<file path="config.mk">
export PLATFORM = sky130hd
export DESIGN_NAME = bus_interconnect
export DESIGN_NICKNAME = d
export VERILOG_FILES = /design/src/rtl/bus_interconnect.sv
export SDC_FILE = /design/constraint.sdc
export NUM_CORES = 1
export LEC_CHECK = 0
export ABC_AREA = 1
export ABC_CLOCK_PERIOD_IN_PS = 3300
export CORE_AREA = 3 3 249 251
export CTS_CLUSTER_DIAMETER = 150
export DETAILED_ROUTE_END_ITERATION = 7
export DIE_AREA = 0 0 252 254
export PLACE_DENSITY = 0.41
export SYNTH_ARGS = -nofsm -noshare
export SYNTH_HDL_FRONTEND = slang
export SYNTH_SLANG_ARGS = --single-unit
</file>
<file path="constraint.sdc">
create_clock -name clk -period 3.3 [get_ports clk]
set_clock_uncertainty 0.2 [all_clocks]
set_input_delay 0.66 -clock clk [delete_from_list [all_inputs] [get_ports clk]]
set_output_delay 0.66 -clock clk [all_outputs]
set_load 0.05 [all_outputs]
</file>
<file path="src/rtl/bus_interconnect.sv">
// ---------------------------------------------------------------------------
// bus_interconnect
//
// Shared-bus interconnect: NUM_M masters time-share one bus to NUM_S slaves.
// A registered round-robin arbiter picks the bus owner. The owner's address,
// strobe, direction and write data drive the shared slave-side bus. The top
// SEL_W address bits pick one slave chip select, and that slave's read data
// and ready are returned to every master.
//
// Optional feature (macro BUS_TIMEOUT_EN): a no-response watchdog. If the
// selected slave does not answer within TIMEOUT wait cycles, it forces a
// ready with zero data and pulses bus_err for one cycle.
//
// Ports
//   clk         clock
//   reset       synchronous active-high reset
//   m_req_      per-master bus request (active-low)
//   m_grnt_     per-master bus grant (active-low, one-hot or none)
//   m_addr      packed master addresses, master i at [i*ADDR_W +: ADDR_W]
//   m_as_       per-master address strobe (active-low)
//   m_rw        per-master direction (1 = read, 0 = write)
//   m_wr_data   packed master write data, master i at [i*DATA_W +: DATA_W]
//   s_cs_       per-slave chip select (active-low)
//   s_addr      shared address
//   s_as_       shared address strobe (active-low)
//   s_rw        shared direction
//   s_wr_data   shared write data
//   s_rd_data   packed slave read data, slave j at [j*DATA_W +: DATA_W]
//   s_rdy_      per-slave ready (active-low)
//   m_rd_data   read data returned to all masters
//   m_rdy_      ready returned to all masters (active-low)
//   bus_err     one-cycle pulse on watchdog expiry
// ---------------------------------------------------------------------------
module bus_interconnect #(
  parameter int NUM_M   = 4,
  parameter int NUM_S   = 8,
  parameter int ADDR_W  = 30,
  parameter int DATA_W  = 32,
  parameter int TIMEOUT = 64
) (
  input  logic                     clk,
  input  logic                     reset,
  input  logic [NUM_M-1:0]         m_req_,
  output logic [NUM_M-1:0]         m_grnt_,
  input  logic [NUM_M*ADDR_W-1:0]  m_addr,
  input  logic [NUM_M-1:0]         m_as_,
  input  logic [NUM_M-1:0]         m_rw,
  input  logic [NUM_M*DATA_W-1:0]  m_wr_data,
  output logic [NUM_S-1:0]         s_cs_,
  output logic [ADDR_W-1:0]        s_addr,
  output logic                     s_as_,
  output logic                     s_rw,
  output logic [DATA_W-1:0]        s_wr_data,
  input  logic [NUM_S*DATA_W-1:0]  s_rd_data,
  input  logic [NUM_S-1:0]         s_rdy_,
  output logic [DATA_W-1:0]        m_rd_data,
  output logic                     m_rdy_,
  output logic                     bus_err
);

  localparam int MI_W  = $clog2(NUM_M);
  localparam int SEL_W = $clog2(NUM_S);

  typedef enum logic {
    ST_IDLE = 1'b0,
    ST_BUSY = 1'b1
  } arb_state_t;

  arb_state_t        state_q, state_d;
  logic [MI_W-1:0]   owner_q, owner_d;
  logic              own_vld;

  assign own_vld = (state_q == ST_BUSY);

  // -------------------------------------------------------------------------
  // Arbiter
  // -------------------------------------------------------------------------
  always_ff @(posedge clk) begin
    if (reset) begin
      state_q <= ST_IDLE;
      // Last owner = NUM_M-1 makes the first scan start at master 0.
      owner_q <= MI_W'(NUM_M - 1);
    end else begin
      state_q <= state_d;
      owner_q <= owner_d;
    end
  end

  logic            rr_found;
  logic [MI_W-1:0] rr_cand;
  logic [MI_W:0]   rr_sum;

  // Round-robin scan owner+1, owner+2, ... wrapping at NUM_M. The last
  // candidate is the current owner itself, so an owner that is the only
  // requester after an idle period is granted again.
  always_comb begin
    rr_found = 1'b0;
    rr_cand  = owner_q;
    rr_sum   = '0;
    for (int k = 1; k <= NUM_M; k++) begin
      rr_sum = {1'b0, owner_q} + (MI_W+1)'(k);
      if (rr_sum >= (MI_W+1)'(NUM_M)) begin
        rr_sum = rr_sum - (MI_W+1)'(NUM_M);
      end
      if (!rr_found && !m_req_[rr_sum[MI_W-1:0]]) begin
        rr_found = 1'b1;
        rr_cand  = rr_sum[MI_W-1:0];
      end
    end
  end

  always_comb begin
    state_d = state_q;
    owner_d = owner_q;
    case (state_q)
      ST_BUSY: begin
        // No preemption: the owner keeps the bus while it requests.
        if (m_req_[owner_q]) begin
          if (rr_found) begin
            owner_d = rr_cand;
          end else begin
            state_d = ST_IDLE;
          end
        end
      end
      default: begin
        if (rr_found) begin
          state_d = ST_BUSY;
          owner_d = rr_cand;
        end
      end
    endcase
  end

  genvar gi;
  generate
    for (gi = 0; gi < NUM_M; gi++) begin : g_grant
      assign m_grnt_[gi] = !(own_vld && (owner_q == MI_W'(gi)));
    end
  endgenerate

  // -------------------------------------------------------------------------
  // Master-side mux
  // -------------------------------------------------------------------------
  logic [ADDR_W-1:0] m_addr_arr [NUM_M];
  logic [DATA_W-1:0] m_wd_arr   [NUM_M];
  logic [DATA_W-1:0] s_rd_arr   [NUM_S];

  generate
    for (gi = 0; gi < NUM_M; gi++) begin : g_m_unpack
      assign m_addr_arr[gi] = m_addr[gi*ADDR_W +: ADDR_W];
      assign m_wd_arr[gi]   = m_wr_data[gi*DATA_W +: DATA_W];
    end
    for (gi = 0; gi < NUM_S; gi++) begin : g_s_unpack
      assign s_rd_arr[gi] = s_rd_data[gi*DATA_W +: DATA_W];
    end
  endgenerate

  always_comb begin
    s_addr    = '0;
    s_as_     = 1'b1;
    s_rw      = 1'b1;
    s_wr_data = '0;
    if (own_vld) begin
      s_addr    = m_addr_arr[owner_q];
      s_as_     = m_as_[owner_q];
      s_rw      = m_rw[owner_q];
      s_wr_data = m_wd_arr[owner_q];
    end
  end

  // -------------------------------------------------------------------------
  // Address decode and slave-side mux
  // -------------------------------------------------------------------------
  logic [SEL_W-1:0]  sel;
  logic [DATA_W-1:0] rd_mux;
  logic              rdy_mux;

  assign sel = s_addr[ADDR_W-1 -: SEL_W];

  // Chip select is pure decode; it does not wait for the address strobe.
  generate
    for (gi = 0; gi < NUM_S; gi++) begin : g_cs
      assign s_cs_[gi] = !(own_vld && (sel == SEL_W'(gi)));
    end
  endgenerate

  assign rd_mux  = own_vld ? s_rd_arr[sel] : '0;
  assign rdy_mux = own_vld ? s_rdy_[sel]   : 1'b1;

`ifdef BUS_TIMEOUT_EN
  // -------------------------------------------------------------------------
  // No-response watchdog
  // -------------------------------------------------------------------------
  localparam int WC_W = $clog2(TIMEOUT + 1);

  logic [WC_W-1:0] wcnt_q, wcnt_d;
  logic            waiting;
  logic            wd_hit;
  logic            owner_change;

  assign waiting      = own_vld && !s_as_ && s_rdy_[sel];
  // A slave answering on the limit cycle is not waiting, so it wins.
  assign wd_hit       = waiting && (wcnt_q == WC_W'(TIMEOUT));
  assign owner_change = (state_d != state_q) || (owner_d != owner_q);

  always_comb begin
    wcnt_d = '0;
    if (waiting && !wd_hit && !owner_change) begin
      wcnt_d = wcnt_q + 1'b1;
    end
  end

  always_ff @(posedge clk) begin
    if (reset) begin
      wcnt_q <= '0;
    end else begin
      wcnt_q <= wcnt_d;
    end
  end

  assign bus_err   = wd_hit;
  assign m_rdy_    = wd_hit ? 1'b0 : rdy_mux;
  assign m_rd_data = wd_hit ? '0   : rd_mux;
`else
  // Without the watchdog a slave that never answers stalls the bus.
  assign bus_err   = 1'b0;
  assign m_rdy_    = rdy_mux;
  assign m_rd_data = rd_mux;
`endif

endmodule

</file>
==> metrics.cfg, run 1 <==
[run_status]
status = finished clean

[sta]
max_clock_freq_mhz = 312
worstMarginPinSlew_ns = 0.639
hold_viol_final = 0
min_period_over_period_pct = 97.0
finalWorstSetupSlack_ns = 0.0998
min_period_ns = 3.20
setup_tns_ns = 0
max_slew_margin_pct = 56.7
setup_viol = 0
slew_viol_final = 0
rsz0062_at_grt = false

[detailed_routing]
ant_nets = 0
totalWireLength_um = 52000
vias_per_cell = 3.88
dr.pass1.iters = 5
wl_per_cell_um = 19.4
remaining_drc_errors = 0
drt_iter0_drc = 409
num_vias = 10374

[pwr]
leakage_nw = 6.54
finalPower_mw = 11.1
clkPwrFrac_pct = 1.8
ir_drop_mv = 0.200
switching_share_pct = 55.7
p_int_mw = 4.92
power_frac_comb_pct = 97.1
power.density_nw_per_um2 = 738
seqPwrFrac_pct = 1.1
switchingPower_mw = 6.18

[placed_design]
dp.cells = 2644
gp_congestion = 0.906
portBuffers = 634
place_ws_ns = -0.266
dpl.hpwl_um = 43700

[yosys]
synth_area_um2 = 5660
synth.avg_cell_area_um2 = 4.52
ys_ff_latch = 3
yosys_warnings = 0
synth_top_area_cell = nand2_1
synth_nets = 1783
synth_cells = 1253
yosys.area.top_type_share_pct = 22.9
ys_types = 28
synth.yosys.seq_area_share_pct = 1.06
yosys-top-cells-area = nand2_1 23%, nor2_1 17%, o21ai_1 11%

[cells_and_area]
fin_nets = 2420
ff_latch_area_um2 = 65.1
final_common_cell = clkdlybuf4s50_1
fill_cells = 6800
fin_cells = 2672
drive_gt1_share_pct = 16.9
final_util_pct = 25.0
layout_common_cells = 522 x clkdlybuf4s50_1, 307 x nand2_1, 253 x nor2_1
multi_input_area_um2 = 4810
area_growth_pct = 166

[clock_network]
clkSinkCount = 3
clkTransAtPathRegs_ns = 0.03
cts_tree = built
clock_latency_ns = 0.23
cts_hold_buf = 0
cts.htree.levels = 1
ctsRootBufferMaster = clkbuf_16
cts_buffer_depth = 2
cts_buffers = 3

[floorplan]
core_area_um2 = 60100
start_util_pct = 9.42
die_x_um = 252
io_pins = 636
dieHeight_um = 254
die_area_um2 = 64000
rows = 90

[hold_path]
hold_start = owner_q[0]$_SDFFE_PP1P_
hold_class = reg -> reg
holdPathStages = 2
hold-path-endpoint = owner_q[0]$_SDFFE_PP1P_

[global_route]
grt_antenna_before_repair = 11
grt_usage_pct = 15.0
grt_pass1_wl_um = 72100
grt-ovfl-total = 0
grt_max_degree = 50
grt_pass1_vias = 10629

[critical_path]
rr_startpoint = owner_q[0]$_SDFFE_PP1P_
critical_path_class = in -> out
reg2reg_to = owner_q[0]$_SDFFE_PP1P_
cp.arrival_ns = 2.34
rr_worst_depth = 9
crit_fanout = 16
crit_path_end_kind = primary output
worstPathRequired_ns = 2.44
cp-start-kind = input pin
ff2ff_setup_slack_ns = 1.08

[job]
max_cap_viol_count = 0

sequential cells by signal (all words and copies together), names as in the netlist:
signal   cells
own_vld      1
owner_q      2
final cells by class:
class | instances | area share, %
repair buffers | 732 | 57.0
multi-input cells | 1010 | 32.0
well taps | 782 | 6.50
inverters | 140 | 3.53
clock buffers | 4 | 0.524
flip-flops and latches | 3 | 0.432
diodes | 1 | 0.0166
worst max-delay path, stage by stage:
cell and delay, ns:
clkdlybuf4s50_1 0.52, nand2_1 0.09, nand3_2 0.13, nand2_1 0.10, nor2_4 0.11, buf_12 0.18
buf_4 0.17, nand3_1 0.09, nand2_1 0.12, buf_12 0.14
power groups by stage:
stage | combinational (mW) | clock [mW] | sequential [mW]
detailed placement | 10.2 | 0 | 0.120
floorplan | 5.30 | 0 | 0.0657
CTS | 10.7 | 0.199 | 0.126
finish | 10.8 | 0.197 | 0.121
global placement | 10.1 | 0 | 0.120
global route | 11.5 | 0.204 | 0.128
stage by stage:
stage,hold WS [ns],cell area (µm²)
2_1_floorplan,0.532,5660
3_3_place_gp,0.423,14100
3_5_place_dp,0.439,14100
4_1_cts,0.447,14800
5_1_grt,0.479,15000
6_report,0.437,15000
what timing repair did:
item,CTS,global route
setup buffers,4,9
setup endpoints to repair,34,34
gates cloned,6,4
pin swaps,20,10
gates resized for setup,90,27
kinds of logic (layout without fill, tap and decap cells):
logic type               after synthesis  in the layout  synth area share [%]
AND/OR/NAND/NOR                      686            687                  48.4
AO/OA/AOI/OAI                        318            318                  28.4
buffers and inverters                241            876                  21.1
adder cells (fa/ha/maj)                4              4                 0.884
flip-flops                             3              3                  1.06
other                                  1              2                0.0662
cell usage after synthesis:
| cell type | number |
|---|---|
| dfxtp_1 | 3 |
| a21oi_4 | 1 |
| buf_8 | 2 |
| clkbuf_1 | 31 |
| buf_6 | 22 |
| o21ai_0 | 125 |
| nand3_4 | 2 |
| conb_1 | 1 |
| nand3_2 | 3 |
| nor2_1 | 254 |
| buf_1 | 9 |
| nor2_4 | 1 |
| buf_4 | 15 |
| nor2_2 | 1 |
| nand3_1 | 71 |
| ha_1 | 4 |
| nand4_1 | 4 |
| o311ai_0 | 2 |
| nand2_1 | 346 |
| inv_1 | 136 |
| inv_6 | 1 |
| nand2_2 | 3 |
| buf_12 | 1 |
| inv_2 | 3 |
| o21ai_1 | 129 |
| buf_2 | 21 |
| nand3b_1 | 1 |
| a21oi_1 | 61 |
per-layer routing:
metal  vias to the layer above  wire length (µm)  GRT usage, %
met5                         -                13             0
met4                         2               804          2.08
met3                        43              4030          3.58
met2                       468             27600          29.9
met1                      4632             19500          16.4
li1                       5229                 -             -
worst max path at each step:
| stage | start | end | depth (start not counted) |
|---|---|---|---|
| 2_1_floorplan | owner_q[0]$_SDFFE_PP1P_ | s_as_ | 5 |
| 3_3_place_gp | m_addr[57] | m_rd_data[26] | 10 |
| 3_5_place_dp | m_addr[57] | m_rd_data[26] | 10 |
| 4_1_cts | m_addr[118] | m_rd_data[0] | 11 |
| 5_1_grt | m_addr[28] | m_rd_data[0] | 12 |
| 6_report | m_addr[119] | m_rd_data[24] | 10 |
No activity file was read; power rests on OpenSTA's default activity.
==> inputs of run 2 (changes only) <==
--- a/config.mk
+++ b/config.mk
@@ -8,6 +8,7 @@
 export ABC_AREA = 1
 export ABC_CLOCK_PERIOD_IN_PS = 3300
 export CORE_AREA = 3 3 249 251
+export CTS_BUF_LIST = sky130_fd_sc_hd__clkbuf_16
 export CTS_CLUSTER_DIAMETER = 150
 export DETAILED_ROUTE_END_ITERATION = 7
 export DIE_AREA = 0 0 252 254
==> metrics.cfg, run 2 (synthesis results as in run 1) <==
[run_status]
status = finished clean

[global_route]
grt_pass1_wl_um = 72100  ; about the same
grt_antenna_before_repair = 11  ; unchanged
grt_usage_pct = 15.0  ; about the same
grt_pass1_vias = 10630  ; +0.0094%
grt-ovfl-total = 0  ; unchanged
grt_max_degree = 50  ; unchanged

[placed_design]
gp_congestion = 0.906  ; unchanged
place_ws_ns = -0.266  ; unchanged
dpl.hpwl_um = 43700  ; unchanged
portBuffers = 634  ; unchanged

[sta]
rsz0062_at_grt = false
min_period_over_period_pct = 97.0  ; about the same
min_period_ns = 3.20  ; -0.000403 ns
slew_viol_final = 0  ; unchanged
setup_tns_ns = 0  ; unchanged
max_clock_freq_mhz = 313  ; about the same
max_slew_margin_pct = 56.7  ; about the same
hold_viol_final = 0  ; unchanged
worstMarginPinSlew_ns = 0.639  ; -0.000245 ns
finalWorstSetupSlack_ns = 0.100  ; +0.000403 ns
setup_viol = 0  ; unchanged

[detailed_routing]
wl_per_cell_um = 19.4  ; about the same
totalWireLength_um = 52000  ; about the same
num_vias = 10376  ; +0.019%
ant_nets = 0  ; unchanged
vias_per_cell = 3.88  ; about the same
drt_iter0_drc = 431  ; +5.4%
dr.pass1.iters = 5  ; unchanged
remaining_drc_errors = 0  ; unchanged

[critical_path]
max_stage_delay_ns = 0.52  ; about the same
cp_top_family = buffers and inverters
path_buf_inv = 4  ; unchanged
cp-start-kind = input pin
worstPathCellList = clkdlybuf4s50_1 > nand2_1 > nand3_2 > nand2_1 > nor2_4 > buf_12 > buf_4 > nand3_1 > nand2_1 > buf_12
worstPathRequired_ns = 2.44  ; about the same
crit_path_end_kind = primary output
crit_fanout = 16  ; unchanged
rr_worst_depth = 9  ; unchanged
rr_startpoint = owner_q[0]$_SDFFE_PP1P_
ff2ff_setup_slack_ns = 1.09  ; about the same
critical_path_class = in -> out
cp_common_cell = nand2_1
cp.arrival_ns = 2.34  ; about the same
worst_path_max_delay_cell = clkdlybuf4s50_1
crit_start = m_addr[119]
cp.depth = 10  ; unchanged

[pwr]
finalPower_mw = 11.1  ; about the same
leakage_nw = 6.55  ; about the same
power.density_nw_per_um2 = 737  ; about the same
ir_drop_mv = 0.201  ; +0.39%

[hold_path]
hold_start = owner_q[0]$_SDFFE_PP1P_
hold_class = reg -> reg
holdPathStages = 2  ; unchanged

[clock_network]
cts_tree = built
cts_hold_buf = 0  ; unchanged
clkSinkCount = 3  ; unchanged
cts_buffers = 3  ; unchanged
cts_buffer_depth = 2  ; unchanged
cts.htree.levels = 1  ; unchanged
ctsRootBufferMaster = clkbuf_16
clkTransAtPathRegs_ns = 0.03  ; about the same
clock_latency_ns = 0.23  ; about the same

[floorplan]
start_util_pct = 9.42  ; unchanged
die_x_um = 252  ; unchanged
core_area_um2 = 60100  ; unchanged
die_area_um2 = 64000  ; unchanged
rows = 90  ; unchanged
dieHeight_um = 254  ; unchanged
io_pins = 636  ; unchanged

[cells_and_area]
layout_common_cells = 522 x clkdlybuf4s50_1, 307 x nand2_1, 253 x nor2_1
regMostFlops = owner_q
largest_reg_flops = 2  ; unchanged
fin_nets = 2420  ; unchanged
drive_gt1_share_pct = 16.9  ; unchanged
final_common_cell = clkdlybuf4s50_1
area_growth_pct = 166  ; about the same

[job]
max_cap_viol_count = 0  ; unchanged

-- run 2: cell count changes in the layout (fill, tap and decap cells not counted), sizes merged --
cell | before | now
clkbuf | 8 | 7
diode | 1 | 3
inv | 140 | 141
-- run 2: per-stage QoR --
step / hold slack, ns / cells / area (µm²) / util, %
2_1_floorplan: 0.532 / 1253 / 5660 / -
3_3_place_gp: 0.423 / 2644 / 14100 / 23.5
3_5_place_dp: 0.439 / 2644 / 14100 / 23.5
4_1_cts: 0.447 / 2658 / 14800 / 24.6
5_1_grt: 0.479 / 2671 / 15000 / 25.0
6_report: 0.436 / 2674 / 15100 / 25.0
-- run 2: worst paths after layout --
| check | to |
|---|---|
| worst max register to register | owner_q[0]$_SDFFE_PP1P_ |
| worst max-delay path | m_rd_data[24] |
| worst min-delay path | owner_q[0]$_SDFFE_PP1P_ |
| worst min register to register | owner_q[0]$_SDFFE_PP1P_ |
-- run 2: tightest hold or removal path, stage by stage, from the launching register on --
cell	delay (ns)
dfxtp_4	0.42
nand2_1	0.10
nand3b_1	0.07
-- run 2: metal layers --
layer	global-route usage, %	routed length (µm)
met5	0	13
met4	2.08	901
met3	3.58	3990
met2	29.9	27500
met1	16.4	19600
-- run 2: area by class of cell --
cell class	count	area [µm²]
flip-flops and latches	3	65.1
clock buffers	3	75.1
diodes	3	7.51
well taps	782	978
inverters	140	531
clock inverters	1	3.75
repair buffers	732	8580
multi-input cells	1010	4810
fillers	6801	45100
-- run 2: what timing repair did --
action | in CTS | in global routing
cloned | 6 | 4
buffers inserted | 4 | 9
gates resized for setup | 90 | 27
pin swaps | 20 | 10
endpoints found under the setup margin | 34 | 34
-- run 2: where the power goes --
group / total (mW) / internal (mW) / switching (mW)
combinational: 10.8 / 4.71 / 6.08
clock: 0.193 / 0.157 / 0.0361
sequential: 0.121 / 0.0548 / 0.0662
